File: config.mk
export PLATFORM = sky130hd
export DESIGN_NAME = avm_arbiter
export DESIGN_NICKNAME = d
export VERILOG_FILES = /design/src/rtl/avm_pkg.sv /design/src/rtl/avm_rr_pick.sv /design/src/rtl/avm_arbiter.sv
export SDC_FILE = /design/constraint.sdc
export NUM_CORES = 1
export LEC_CHECK = 0
export ABC_AREA = 0
export BUFFER_PORTS_ARGS = -buffer_cell sky130_fd_sc_hd__buf_2
export CAP_MARGIN = 20
export CELL_PAD_IN_SITES_DETAIL_PLACEMENT = 0
export CELL_PAD_IN_SITES_GLOBAL_PLACEMENT = 2
export CORE_ASPECT_RATIO = 1.2
export CORE_MARGIN = 5
export CORE_UTILIZATION = 14
export CTS_CLUSTER_DIAMETER = 120
export DETAILED_ROUTE_END_ITERATION = 7
export PLACE_DENSITY_LB_ADDON = 0.08
export SLEW_MARGIN = 20
export SYNTH_ARGS = -nofsm -noshare
export SYNTH_HDL_FRONTEND = slang
export SYNTH_HIERARCHICAL = 1
export SYNTH_SLANG_ARGS = --single-unit
File: constraint.sdc
create_clock -name clk -period 3.4 [get_ports clk]
set_clock_uncertainty 0.05 [all_clocks]
set_input_delay 0 -clock clk [delete_from_list [all_inputs] [get_ports clk]]
set_output_delay 0 -clock clk [all_outputs]
set_load 0.05 [all_outputs]
File: src/rtl/avm_pkg.sv
// Shared types and constants for the two-master Avalon-MM arbiter.
package avm_pkg;

  localparam int unsigned MaxBurst = 4;
  localparam int unsigned AddrW    = 30;
  localparam int unsigned DataW    = 32;
  localparam int unsigned BeW      = 4;
  localparam int unsigned BurstW   = $clog2(MaxBurst) + 1;

  typedef enum logic [1:0] {
    StIdle,
    StGrant,
    StWrite,
    StReadWait
  } avm_state_e;

  // A zero burstcount is treated as a single beat.
  function automatic logic [BurstW-1:0] burst_len(input logic [BurstW-1:0] bc);
    return (bc == '0) ? BurstW'(1) : bc;
  endfunction

endpackage

File: src/rtl/avm_rr_pick.sv
// Two-way requester picker: round-robin or fixed m0 priority, with last-grant register.
module avm_rr_pick
  import avm_pkg::*;
#(
  parameter bit FixedPriority = 1'b0
) (
  input  logic       clk,
  input  logic       rst_n,
  input  logic [1:0] req_i,
  input  logic       update_i,
  output logic       grant_o
);

  logic last_q;

  always_comb begin
    grant_o = 1'b0;
    if (req_i[0] && req_i[1]) begin
      grant_o = FixedPriority ? 1'b0 : ~last_q;
    end else begin
      grant_o = req_i[1];
    end
  end

  // Reset to m1 so that m0 wins the first contention.
  always_ff @(posedge clk or negedge rst_n) begin
    if (!rst_n) begin
      last_q <= 1'b1;
    end else if (update_i) begin
      last_q <= grant_o;
    end
  end

endmodule

File: src/rtl/avm_arbiter.sv
// Two-master Avalon-MM arbiter with a single outstanding transaction on the shared port.
module avm_arbiter
  import avm_pkg::*;
#(
  parameter bit FIXED_PRIORITY = 1'b0
) (
  input  logic              clk,
  input  logic              rst_n,
  input  logic [AddrW-1:0]  m0_address_i,
  input  logic [DataW-1:0]  m0_writedata_i,
  input  logic [BeW-1:0]    m0_byteenable_i,
  input  logic [BurstW-1:0] m0_burstcount_i,
  input  logic              m0_write_i,
  input  logic              m0_read_i,
  output logic              m0_waitrequest_o,
  output logic              m0_readdatavalid_o,
  output logic [DataW-1:0]  m0_readdata_o,
  input  logic [AddrW-1:0]  m1_address_i,
  input  logic [DataW-1:0]  m1_writedata_i,
  input  logic [BeW-1:0]    m1_byteenable_i,
  input  logic [BurstW-1:0] m1_burstcount_i,
  input  logic              m1_write_i,
  input  logic              m1_read_i,
  output logic              m1_waitrequest_o,
  output logic              m1_readdatavalid_o,
  output logic [DataW-1:0]  m1_readdata_o,
  output logic [AddrW-1:0]  s_address_o,
  output logic [DataW-1:0]  s_writedata_o,
  output logic [BeW-1:0]    s_byteenable_o,
  output logic [BurstW-1:0] s_burstcount_o,
  output logic              s_write_o,
  output logic              s_read_o,
  input  logic              s_waitrequest_i,
  input  logic              s_readdatavalid_i,
  input  logic [DataW-1:0]  s_readdata_i
);

  avm_state_e        state_q;
  logic              grant_q;
  logic [BurstW-1:0] beats_q;
  logic [BurstW-1:0] count_q;

  logic [1:0]        req;
  logic              pick;
  logic              arb_update;
  logic [AddrW-1:0]  gm_address;
  logic [DataW-1:0]  gm_writedata;
  logic [BeW-1:0]    gm_byteenable;
  logic [BurstW-1:0] gm_burstcount;
  logic              gm_write;
  logic              gm_read;
  logic [BurstW-1:0] count_inc;
  logic              last_beat;
  logic              cmd_phase;
  logic              rd_phase;

  assign req        = {m1_read_i | m1_write_i, m0_read_i | m0_write_i};
  assign arb_update = (state_q == StIdle) && (req != 2'b00);

  avm_rr_pick #(
    .FixedPriority(FIXED_PRIORITY)
  ) u_pick (
    .clk     (clk),
    .rst_n   (rst_n),
    .req_i   (req),
    .update_i(arb_update),
    .grant_o (pick)
  );

  always_comb begin
    gm_address    = m0_address_i;
    gm_writedata  = m0_writedata_i;
    gm_byteenable = m0_byteenable_i;
    gm_burstcount = m0_burstcount_i;
    gm_write      = m0_write_i;
    gm_read       = m0_read_i;
    if (grant_q) begin
      gm_address    = m1_address_i;
      gm_writedata  = m1_writedata_i;
      gm_byteenable = m1_byteenable_i;
      gm_burstcount = m1_burstcount_i;
      gm_write      = m1_write_i;
      gm_read       = m1_read_i;
    end
  end

  assign count_inc = count_q + BurstW'(1);
  assign last_beat = (count_inc == beats_q);

  always_ff @(posedge clk or negedge rst_n) begin
    if (!rst_n) begin
      state_q <= StIdle;
      grant_q <= 1'b0;
      beats_q <= '0;
      count_q <= '0;
    end else begin
      unique case (state_q)
        StIdle: begin
          if (req != 2'b00) begin
            grant_q <= pick;
            beats_q <= burst_len(pick ? m1_burstcount_i : m0_burstcount_i);
            count_q <= '0;
            state_q <= StGrant;
          end
        end
        StGrant, StWrite: begin
          // Write wins when a master raises both strobes.
          if (gm_write) begin
            if (!s_waitrequest_i) begin
              if (last_beat) begin
                count_q <= '0;
                state_q <= StIdle;
              end else begin
                count_q <= count_inc;
                state_q <= StWrite;
              end
            end
          end else if (gm_read && (state_q == StGrant) && !s_waitrequest_i) begin
            count_q <= '0;
            state_q <= StReadWait;
          end
        end
        StReadWait: begin
          if (s_readdatavalid_i) begin
            if (last_beat) begin
              count_q <= '0;
              state_q <= StIdle;
            end else begin
              count_q <= count_inc;
            end
          end
        end
        default: state_q <= StIdle;
      endcase
    end
  end

  assign cmd_phase = (state_q == StGrant) || (state_q == StWrite);
  assign rd_phase  = (state_q == StReadWait);

  always_comb begin
    s_address_o    = '0;
    s_writedata_o  = '0;
    s_byteenable_o = '0;
    s_burstcount_o = '0;
    s_write_o      = 1'b0;
    s_read_o       = 1'b0;
    if (cmd_phase) begin
      s_address_o    = gm_address;
      s_writedata_o  = gm_writedata;
      s_byteenable_o = gm_byteenable;
      s_burstcount_o = gm_burstcount;
      s_write_o      = gm_write;
      s_read_o       = (state_q == StGrant) && gm_read && !gm_write;
    end
  end

  assign m0_waitrequest_o   = (cmd_phase && !grant_q) ? s_waitrequest_i : 1'b1;
  assign m1_waitrequest_o   = (cmd_phase && grant_q) ? s_waitrequest_i : 1'b1;
  assign m0_readdatavalid_o = rd_phase && !grant_q && s_readdatavalid_i;
  assign m1_readdatavalid_o = rd_phase && grant_q && s_readdatavalid_i;
  assign m0_readdata_o      = s_readdata_i;
  assign m1_readdata_o      = s_readdata_i;

endmodule

; Word level (Yosys, flattened, before mapping)
; Index checks and enable logic that the tools add are counted.
[word_totals]
register_bits = 10
inputBits = 178
output_inout_bits = 139
word_cells = 72
[classes]
add_sub_neg = 1
n_eq_ne = 9
n_mux = 32
n_bitwise = 3
reduce_logical = 22
[op_table]
columns = op, count
row1 = 2-to-1 mux 32 bit, 2
row2 = 2-to-1 mux 30 bit, 2
row3 = 2-to-1 mux 3 bit, 10
row4 = 2-to-1 mux 2 bit, 7
row5 = logical AND 1 bit, 11
row6 = one-hot mux 3 bit (3 select lines), 1
row7 = 2-to-1 mux 4 bit, 2
row8 = 2-to-1 mux 1 bit, 7
row9 = "!= test 3 bit, second input constant", 2
row10 = one-hot mux 2 bit (3 select lines), 1
row11 = AND reduction 5 bit, 1
row12 = "equality test 2 bit, second input constant", 2
row13 = "!= test 2 bit, second input constant", 2
row14 = AND reduction 4 bit, 1
row15 = "adder 3 x 1 -> 3 bit, second input constant", 1
row16 = equality test 3 bit, 1
row17 = zero test 1 bit, 3
row18 = zero test 3 bit, 1
row19 = "equality test 2 x 1 -> 1 bit, second input constant", 1
row20 = zero test 2 bit, 1
row21 = "!= test 2 x 1 -> 1 bit, second input constant", 1
row22 = OR 1 bit, 2
row23 = AND reduction 2 bit, 1
row24 = nonzero test 2 bit, 1
row25 = 3 further kinds, 3

; Longest topological paths before layout
; Gate-level depths: netlist of the first run.
[depth]
word_depth = 6
depth_mapped = 6
ltp_nobuf = 6

; By module
; The synthesis of the first run kept the hierarchy.
[modules_own_cells]
columns = mod, instances, cells_each, area_per_inst_um2, seq_area_each_um2
row1 = avm_arbiter, 1, 292, 2198.4, 225.2
row2 = avm_rr_pick, 1, 3, 52.6, 26.3

; Worst setup path after synthesis of the first run
; Ideal clock, no wire load.
[synth_timing]
path_kind = register to output
start = register state_q[0]
end = output port s_read_o
arrival_ns = 2.069
required_time_ns = 3.350
setup_slack_ns = 1.281
path_stages_with_launch = 6
n_path_buf = 1
cell_sequence = dfrtp_1 inv_1 ha_1 inv_2 clkbuf_1 nor3_1
[synth_via]
elab_chain_cells = 4
word_cells_on_any_way = 6
classes_between = eq/ne (2) / mux (1) / reduce/logical (3)
[synth_rtl]
columns = element, line
row1 = start: declaration, avm_arbiter.sv:38  ; avm_state_e state_q;
row2 = start signal: assignment, avm_arbiter.sv:92  ; state_q <= StIdle;
row3 = start signal: assignment, avm_arbiter.sv:103  ; state_q <= StGrant;
row4 = start signal: assignment, avm_arbiter.sv:112  ; state_q <= StIdle;
row5 = equality test 2 x 1 -> 1 bit, "avm_arbiter.sv:138, avm_arbiter.sv:154"
row6 = logical AND 1 bit (2 in a row), avm_arbiter.sv:154  ; s_read_o = (state_q == StGrant) && gm_read && !gm_write;
row7 = 2-to-1 mux 1 bit (*), avm_arbiter.sv:148  ; if (cmd_phase) begin
row8 = end: declaration, avm_arbiter.sv:32  ; output logic s_read_o,
; Mark *: on every way between the ends. The rest lies on a longest branch, timed or not.

; Final worst setup path of the first run
[layout_timing]
start = register grant_q
end = output port s_address_o[12]
[layout_via]
elab_chain_cells = 2
[layout_rtl]
columns = element, line
row1 = start: declaration, avm_arbiter.sv:39  ; logic grant_q;
row2 = start signal: assignment, avm_arbiter.sv:100  ; grant_q <= pick;
row3 = 2-to-1 mux 30 bit, avm_arbiter.sv:77  ; if (grant_q) begin
row4 = 2-to-1 mux 30 bit, avm_arbiter.sv:148
row5 = end: declaration, avm_arbiter.sv:27  ; output logic [AddrW-1:0] s_address_o,
; No other way between the ends.

==> impl_metrics.csv, run 1 <==
group,metric,value,unit
power_and_ir_drop,p_sw_share,70.54,%
drt,routed_via_density,3.811,
synthesis,seq_area_frac_synth,11.17,%
outcome,outcome,"finished, final reports clean",
power_and_ir_drop,seq_power_share,7.0,%
grt,grt_pass1_vias,2701,
layout,final_area,0.003500,mm²
clock_tree,root_buffer,"clkbuf_16",
critical_path,end_kind,"output port",
sta,slew_headroom,31.01,%
critical_path,critical_path_required,3.35,ns
clock_tree,cts_resized,0,
critical_path,worstPathArrival,2.40,ns
drt,wl,11180,µm
critical_path,timing.critical_path.fanout_max,41,
drt,drt-initial-drc-count,27,
critical_path,cp_cell_sequence,"buf_4 -> mux2i_1 -> nor2_1 -> buf_2",
placement,port_buffers,220,
critical_path,start_kind,"flip-flop",
sta,worstMarginPinSlew,1.031,ns
layout,instances_no_fill,683,
placement,dpl_cell_area,0.003078,mm²
clock_tree,numCtsBuffers,3,
flow_run,cap_viol_max_count,0,
power_and_ir_drop,power,0.004758,W
critical_path,rr_startpoint,"state_q[0]",
layout,multi_input_area,0.001409,mm²
synthesis,yosysWarnings,6,
layout,nFillCells,1769,
drt,drc,0,
layout,drive_above_1_share,50.00,%
synthesis,ys.flop_type,"dfrtp_1",
sta,setup_tns,0,ns
drt,post_drt_wl_per_cell,16.37,µm
synthesis,synth_cell_types,42,
critical_path,startpoint,"grant_q",
sta,hold_ws,0.03967,ns
grt,grt_overflow,0,
sta,setup_viol,0,
clock_tree,cts_sinks,10,
die,ioPinCount,317,
power_and_ir_drop,power.switching,0.003356,W
clock_tree,clock_latency,0.24,ns
grt,antenna_found_initial,3,
grt,grt_max_degree,42,
die,initial_core_util,14.33,%
clock_tree,clkSlewWorstSetupHoldPaths,0.04,ns
clock_tree,clockBufferDepth,2,
die,die_w,125.8,µm
die,die_y,148.9,µm
synthesis,syn_area,0.002251,mm²
min_path,hp-start,"m0_burstcount_i[2]",
synthesis,synth-edff-count,0,
synthesis,avgSynthCellArea,7.630,µm²
sta,fmax,0.4089,GHz
drt,drtPass1Iterations,4,
power_and_ir_drop,p_comb_share,88.1,%
power_and_ir_drop,p_clk_share,4.9,%
sta,hold_violations,0,
synthesis,synth_cells,295,
critical_path,max_stage_delay,0.88,ns
grt,track_usage,10.70,%
sta,drv_slew,0,
synthesis,async_flop_share,100.0,%
critical_path,r2r_slack,1.10,ns
layout,regArea,255.2,µm²
power_and_ir_drop,p_int,0.001402,W
clock_tree,h-tree-depth,1,
placement,dpl.hpwl,9049,µm
layout,nNetsFinal,657,
critical_path,critPathKind,"reg2out",
power_and_ir_drop,power.density,1359,mW/mm²
die,die-area,0.01872,mm²
synthesis,syn-num-nets,477,
power_and_ir_drop,peakVddDrop,505.2,µV
synthesis,synth-seq-cells,10,
clock_tree,tritoncts,"yes",
placement,place.gp.congestion,0.7581,
sta,fin_crit_sh,71.93,%
placement,numPlacedInstances,645,
die,row_count,50,
layout,syn_to_final_growth,55.48,%
drt,postRouteAntennaNets,0,
grt,grt_pass1_wl,15790,µm
drt,vias,2603,
sta,rsz0062_at_grt,"false",
power_and_ir_drop,leakage,1.997,nW
sta,min_period,2.446,ns
critical_path,worst_path_max_delay_cell,"dfrtp_4",
die,core,0.01570,mm²
clock_tree,cts_setup_buffers,0,
min_path,min_path_type,"in2reg",
==> cell families (layout without fill, tap and decap cells) <==
kind of cell | Yosys count | in the layout | share of synthesized area [%]
flops | 10 | 10 | 11.17
compound gates | 18 | 18 | 6.004
fa+ha+maj | 4 | 4 | 2.224
simple gates | 93 | 93 | 17.12
buf+inv | 89 | 268 | 26.24
mux | 78 | 78 | 35.41
xor+xnor | 3 | 3 | 1.834
other cells | 0 | 1 | 0
==> flip-flops by register name, indices dropped and copies added, names as in the netlist <==
name and cells:
beats_q 3, count_q 3, state_q 2, grant_q 1, u_pick/last_q 1
==> through the flow <==
| stage | setup WS [ns] | utilization (%) |
|---|---|---|
| after floorplan | 1.281 | - |
| after global placement | 1.111 | 19.60 |
| after detailed placement | 1.115 | 19.60 |
| after CTS | 0.8526 | 22.27 |
| after global routing | 0.7790 | 22.27 |
| final | 0.9543 | 22.29 |
==> power by group through the flow <==
stage | clock network [W] | logic (W) | registers (W)
2_1_floorplan | 0 | 0.00343 | 0.000205
3_3_place_gp | 0 | 0.00414 | 0.000342
3_5_place_dp | 0 | 0.00410 | 0.000342
4_1_cts | 0.000242 | 0.00430 | 0.000341
5_1_grt | 0.000248 | 0.00446 | 0.000350
6_report | 0.000235 | 0.00419 | 0.000331
==> critical path, delay by kind of cell, from the launching register on <==
family                 cells  cell delay, ns
flip-flops                 1            0.88
multiplexers               1            0.17
buffers and inverters      2            0.95
AND/OR/NAND/NOR            1            0.14
==> area by class of cell <==
cell class | count | area share (%)
Inverter | 8 | 0.8581
Antenna cell | 1 | 0.07151
Timing Repair Buffer | 256 | 41.54
Sequential cell | 10 | 7.294
Tap cell | 208 | 7.437
Multi-Input combinational cell | 196 | 40.26
Clock buffer | 4 | 2.538
==> path summary, 6_finish.rpt <==
path | to | depth (start not counted)
max | s_address_o[12] | 4
min reg2reg | beats_q[0] | 1
min in group asynchronous | count_q[0] | 2
max reg2reg | state_q[1] | 5
max in group asynchronous | u_pick/last_q | 2
min | beats_q[2] | 3
==> routing by layer <==
metal  global-route usage, %  vias to the layer above  routed length (µm)
met5                       0                        -                  41
met4                   2.092                        6                 133
met3                   5.193                       17                1422
met2                   21.60                      183                6144
li1                        -                     1288                   -
met1                   9.546                     1109                3443
==> cells in the mapped netlist (2+ instances only) <==
| library cell | instances | area [µm²] |
|---|---|---|
| buf_4 | 64 | 480.5 |
| inv_1 | 7 | 26.28 |
| or2_1 | 2 | 12.51 |
| buf_2 | 7 | 35.03 |
| mux2i_1 | 74 | 740.7 |
| o21ai_1 | 3 | 15.01 |
| mux2_4 | 3 | 45.04 |
| a32o_1 | 2 | 20.02 |
| dfrtp_1 | 9 | 225.2 |
| clkbuf_1 | 8 | 30.03 |
| nand2_1 | 3 | 11.26 |
| nand3b_1 | 2 | 15.01 |
| nor3_1 | 4 | 20.02 |
| nor2_1 | 75 | 281.5 |
| a21oi_1 | 2 | 10.01 |
| ha_1 | 4 | 50.05 |
==> cells in the final DEF (no fill, tap or decap), drive strengths merged, types with 2 or more instances in the layout <==
cell type / netlist / final
ha: 4 / 4
nand3b: 2 / 2
clkbuf: 8 / 4
buf: 73 / 223
a32o: 2 / 2
nor2: 75 / 75
or2: 3 / 3
dlygate4sd3: 0 / 33
o21ai: 3 / 3
a21oi: 2 / 2
a21boi: 2 / 2
nand2: 3 / 3
inv: 8 / 8
mux2: 4 / 4
nor3: 4 / 4
dfrtp: 9 / 9
mux2i: 74 / 74
==> timing repair <==
item | CTS | global route
hold endpoints to repair | 74 | 0
setup endpoints to repair | 0 | 0
hold buffers | 33 | 0
No activity file was read; power rests on OpenSTA's default activity.
==> inputs of run 2 (changes only) <==
--- a/config.mk
+++ b/config.mk
@@ -12,7 +12,7 @@
 export CELL_PAD_IN_SITES_GLOBAL_PLACEMENT = 2
 export CORE_ASPECT_RATIO = 1.2
 export CORE_MARGIN = 5
-export CORE_UTILIZATION = 14
+export CORE_UTILIZATION = 12
 export CTS_CLUSTER_DIAMETER = 120
 export DETAILED_ROUTE_END_ITERATION = 7
 export PLACE_DENSITY_LB_ADDON = 0.08
==> constraint.sdc (replaced) <==
create_clock -name clk -period 2.03 [get_ports clk]
set_clock_uncertainty 0.05 [all_clocks]
set_input_delay 0 -clock clk [delete_from_list [all_inputs] [get_ports clk]]
set_output_delay 0 -clock clk [all_outputs]
set_load 0.05 [all_outputs]
==> impl_metrics.csv, run 2 (synthesis results as in run 1) <==
group,metric,value,unit
flow_run,cap_viol_max_count,0,
sta,setup_viol,0,
critical_path,max_stage_delay,0.41,ns
critical_path,timing.critical_path.fanout_max,4,
drt,drc,0,
sta,fin_crit_sh,94.87,%
critical_path,r2r_cells,5,
sta,hold_violations,0,
critical_path,critical_path_required,2.10,ns
grt,grt_max_degree,54,
clock_tree,tritoncts,"yes",
die,core,0.01831,mm²
min_path,hp-start,"m0_burstcount_i[1]",
die,ioPinCount,317,
placement,port_buffers,220,
clock_tree,clkSlewWorstSetupHoldPaths,0.04,ns
drt,routed_via_density,3.597,
critical_path,critical_path_buf_inv_count,0,
power_and_ir_drop,peakVddDrop,781.4,µV
clock_tree,h-tree-depth,1,
layout,final_area,0.003631,mm²
die,initial_core_util,12.29,%
clock_tree,clock_latency,0.24,ns
layout,syn_to_final_growth,61.31,%
drt,vias,2626,
critical_path,worst_path_max_delay_cell,"dfrtp_1",
critical_path,critPathKind,"reg2reg",
sta,slew_headroom,29.68,%
grt,grt_overflow,0,
die,die_y,160.0,µm
power_and_ir_drop,power.density,2268,mW/mm²
min_path,holdPathEnd,"beats_q[1]",
critical_path,worstPathArrival,2.00,ns
layout,nNetsFinal,661,
min_path,min_path_type,"in2reg",
sta,min_period,1.926,ns
critical_path,r2r_slack,0.10,ns
layout,nFillCells,2110,
layout,mostFrequentLayoutCells,"buf_2 (220), nor2_1 (75), mux2i_1 (74), dlygate4sd3_1 (33), dfrtp_1 (8)",
power_and_ir_drop,leakage,2.026,nW
sta,rsz0062_at_grt,"false",
grt,track_usage,9.604,%
layout,layout_commonest_cell,"buf_2",
clock_tree,root_buffer,"clkbuf_16",
grt,grt_pass1_vias,2907,
grt,grt_pass1_wl,16450,µm
drt,drtPass1Iterations,4,
placement,dpl_cell_area,0.003178,mm²
sta,worstMarginPinSlew,1.051,ns
layout,largest_registers,"beats_q: 3 flops, count_q: 3 flops, state_q: 2 flops",
layout,drive_above_1_share,51.46,%
critical_path,rr_startpoint,"count_q[0]",
drt,post_drt_wl_per_cell,15.39,µm
critical_path,crit_family,"compound AO/OA/AOI/OAI gates",
die,row_count,54,
drt,wl,11240,µm
clock_tree,clockBufferDepth,2,
layout,diodes,0,
critical_path,start_kind,"flip-flop",
die,die-area,0.02161,mm²
die,die_w,135.0,µm
placement,dpl.hpwl,9142,µm
critical_path,end_kind,"flip-flop",
drt,postRouteAntennaNets,0,
critical_path,r2r-end,"count_q[2]",
min_path,whs_path_depth,3,
outcome,outcome,"finished, final reports clean",
drt,drt-initial-drc-count,42,
critical_path,cp.depth,5,
clock_tree,cts_sinks,10,
power_and_ir_drop,power,0.008233,W
placement,place.gp.congestion,0.7091,
clock_tree,numCtsBuffers,3,
grt,antenna_found_initial,0,
sta,drv_slew,0,
critical_path,cp_cell_sequence,"ha_1 -> xor3_1 -> o31ai_2 -> o311ai_0 -> a32o_1",
sta,fmax,0.5192,GHz
[run 2: changes by cell type in the layout (fill, tap and decap cells not counted)]
cell,delta
nor3_1,-3
nor3_2,+3
buf_4,+2
buf_12,+1
buf_6,+1
diode_2,-1
ha_1,-1
ha_4,+1
o31ai_1,-1
o31ai_2,+1
[run 2: per-stage QoR]
stage,std cells,utilization (%),setup TNS (ns),hold WS [ns],setup WS [ns]
2_1_floorplan,295,-,0,-0.3456,0.1066
3_3_place_gp,692,17.36,0,-0.1500,0.02185
3_5_place_dp,692,17.36,-0.1238,-0.1620,-0.05646
4_1_cts,730,19.71,0,0.03206,0.02814
5_1_grt,730,19.83,0,0.07160,0.01975
6_report,730,19.83,0,0.02802,0.1041
[run 2: how the worst max path moves through the flow]
stage / from / endpoint / slack, ns
final: count_q[0] / count_q[2] / 0.10
after global routing: count_q[0] / count_q[2] / 0.02
after CTS: state_q[0] / m0_waitrequest_o / 0.03
after detailed placement: state_q[0] / state_q[1] / -0.06
after global placement: state_q[1] / state_q[1] / 0.02
after floorplan: state_q[0] / count_q[2] / 0.11
[run 2: report_power, final]
group	internal, W	switching (W)
clock network	0.000297	0.0000985
registers	0.000303	0.0000825
logic	0.00189	0.00556
total	0.00249	0.00574
[run 2: repair_timing]
item                                    CTS  global route
buffers inserted                          1             0
pin swaps                                 1             0
endpoints found under the setup margin   57             6
gates resized for setup                   1             3
hold buffers                             33             0
hold endpoints to repair                 74             0
[run 2: tightest hold or removal path, cell delays in order]
cell and delay (ns):
buf_2 0.10, mux2i_1 0.07, o21ai_1 0.11
[run 2: final cells by class]
cell class	count	area, µm²	share of cell area [%]
clock buffers	4	88.84	2.447
repair buffers	260	1500	41.32
well taps	252	315.3	8.684
flip-flops and latches	10	255.2	7.030
multi-input cells	196	1441	39.70
inverters	8	30.03	0.8270
[run 2: per-layer routing]
layer / global-route usage [%] / share of wire (%) / up-vias
met4: 0.7333 / 0.25 / 0
met5: 0 / 0 / -
met2: 20.35 / 59 / 157
met1: 9.629 / 34 / 1170
met3: 2.108 / 7.2 / 5
li1: - / - / 1294
==> inputs of run 3 (changes only) <==
--- a/config.mk
+++ b/config.mk
@@ -13,6 +13,7 @@
 export CORE_ASPECT_RATIO = 1.2
 export CORE_MARGIN = 5
 export CORE_UTILIZATION = 12
+export CTS_BUF_LIST = sky130_fd_sc_hd__clkbuf_4
 export CTS_CLUSTER_DIAMETER = 120
 export DETAILED_ROUTE_END_ITERATION = 7
 export PLACE_DENSITY_LB_ADDON = 0.08
==> impl_metrics.csv, run 3 (synthesis results as in run 1) <==
group,metric,value,unit
power_and_ir_drop,power,0.007993,W
power_and_ir_drop,leakage,2.007,nW
clock_tree,tritoncts,"yes",
clock_tree,clock_latency,0.27,ns
die,die_w,135.0,µm
layout,drive_above_1_share,51.04,%
drt,drt-initial-drc-count,48,
critical_path,start_kind,"flip-flop",
sta,fmax,0.5158,GHz
die,ioPinCount,317,
grt,grt_overflow,0,
critical_path,critical_path_required,1.98,ns
sta,rsz0062_at_grt,"false",
flow_run,cap_viol_max_count,0,
layout,nFillCells,2115,
clock_tree,clockBufferDepth,2,
sta,setup_viol,0,
critical_path,r2r_slack,0.11,ns
drt,postRouteAntennaNets,0,
power_and_ir_drop,power.density,2226,mW/mm²
layout,syn_to_final_growth,59.53,%
die,core,0.01831,mm²
layout,layout_commonest_cell,"buf_2",
grt,grt_pass1_wl,16440,µm
die,row_count,54,
critical_path,end_kind,"output port",
die,initial_core_util,12.29,%
layout,post-route-util,19.61,%
placement,port_buffers,220,
min_path,holdPathEnd,"beats_q[1]",
grt,antenna_found_initial,0,
layout,nNetsFinal,663,
layout,largest_registers,"beats_q: 3 flops, count_q: 3 flops, state_q: 2 flops",
layout,diodes,0,
clock_tree,clkSlewWorstSetupHoldPaths,0.08,ns
layout,multi_input_area,0.001441,mm²
drt,post_drt_wl_per_cell,15.35,µm
sta,drv_slew,0,
critical_path,critPathKind,"reg2out",
drt,wl,11240,µm
grt,track_usage,9.578,%
power_and_ir_drop,peakVddDrop,786.1,µV
min_path,min_path_type,"in2reg",
drt,drtPass1Iterations,4,
clock_tree,numCtsBuffers,3,
min_path,whs_path_depth,3,
drt,vias,2633,
critical_path,rr_startpoint,"count_q[0]",
sta,min_period,1.939,ns
die,die_y,160.0,µm
critical_path,worstPathArrival,1.89,ns
die,die-area,0.02161,mm²
critical_path,r2r_cells,5,
critical_path,r2r-end,"count_q[2]",
outcome,outcome,"finished, final reports clean",
clock_tree,cts_sinks,10,
placement,place.gp.congestion,0.7091,
sta,slew_headroom,29.69,%
sta,fin_crit_sh,95.50,%
placement,dpl.hpwl,9142,µm
layout,regArea,255.2,µm²
drt,drc,0,
drt,routed_via_density,3.597,
grt,grt_max_degree,54,
layout,mostFrequentLayoutCells,"buf_2 (219), nor2_1 (75), mux2i_1 (74), dlygate4sd3_1 (35), dfrtp_1 (8)",
sta,hold_violations,0,
min_path,hp-start,"m1_burstcount_i[1]",
sta,worstMarginPinSlew,1.051,ns
clock_tree,h-tree-depth,1,
clock_tree,root_buffer,"clkbuf_4",
critical_path,timing.critical_path.fanout_max,20,
grt,grt_pass1_vias,2905,
==> run 3: worst max-delay path, stage by stage (launching register included) <==
cell	delay (ns)
dfrtp_1	0.39
inv_1	0.10
ha_4	0.29
inv_2	0.05
buf_4	0.21
or3_1	0.38
buf_4	0.19
==> run 3: how the worst max path moves through the flow <==
stage	slack, ns	depth (start not counted)	to	from
after CTS	-0.001	6	m0_waitrequest_o	state_q[0]
after global placement	0.02	5	state_q[1]	state_q[1]
after global routing	0.007	6	m0_waitrequest_o	state_q[0]
final	0.09	6	m0_waitrequest_o	state_q[0]
after floorplan	0.11	5	count_q[2]	state_q[0]
after detailed placement	-0.06	5	state_q[1]	state_q[0]
==> run 3: repair_timing <==
item                                    4_1_cts  5_1_grt
pin swaps                                     1        0
buffers inserted                              1        0
hold buffers                                 35        0
endpoints found under the hold margin        76        0
resized for setup                             2        3
endpoints found under the setup margin       58       51
==> run 3: cell type report <==
class	instances	area share (%)
Tap cell	252	8.780
Timing Repair Buffer	262	42.40
Clock buffer	3	0.6272
Multi-Input combinational cell	196	40.14
Sequential cell	10	7.108
Inverter	8	0.8362
Clock inverter	1	0.1045
==> run 3: metal layers <==
metal | part of all wire, % | GRT usage, % | vias up
met3 | 7.1 | 2.014 | 4
met5 | 0 | 0 | -
li1 | - | - | 1297
met2 | 59 | 20.30 | 156
met4 | 0.19 | 0.7333 | 0
met1 | 34 | 9.648 | 1176
==> run 3: where the power goes <==
group          internal (W)  total [W]  leakage [nW]  switching, W
registers          0.000302   0.000385         0.123     0.0000827
logic               0.00190    0.00746          1.87       0.00556
clock network     0.0000711   0.000148        0.0154     0.0000771
total               0.00227    0.00799          2.01       0.00572
==> run 3: per-stage QoR <==
stage / worst slack (ns) / cell area [µm²] / instances / TNS [ns] / hold WS [ns]
6_report: 0.09131 / 3591 / 732 / 0 / 0.003116
5_1_grt: 0.006974 / 3591 / 732 / 0 / 0.02911
4_1_cts: -0.001312 / 3568 / 732 / -0.001312 / 0.003923
3_5_place_dp: -0.05646 / 3178 / 692 / -0.1238 / -0.1620
3_3_place_gp: 0.02185 / 3178 / 692 / 0 / -0.1500
2_1_floorplan: 0.1066 / 2261 / 295 / 0 / -0.3456
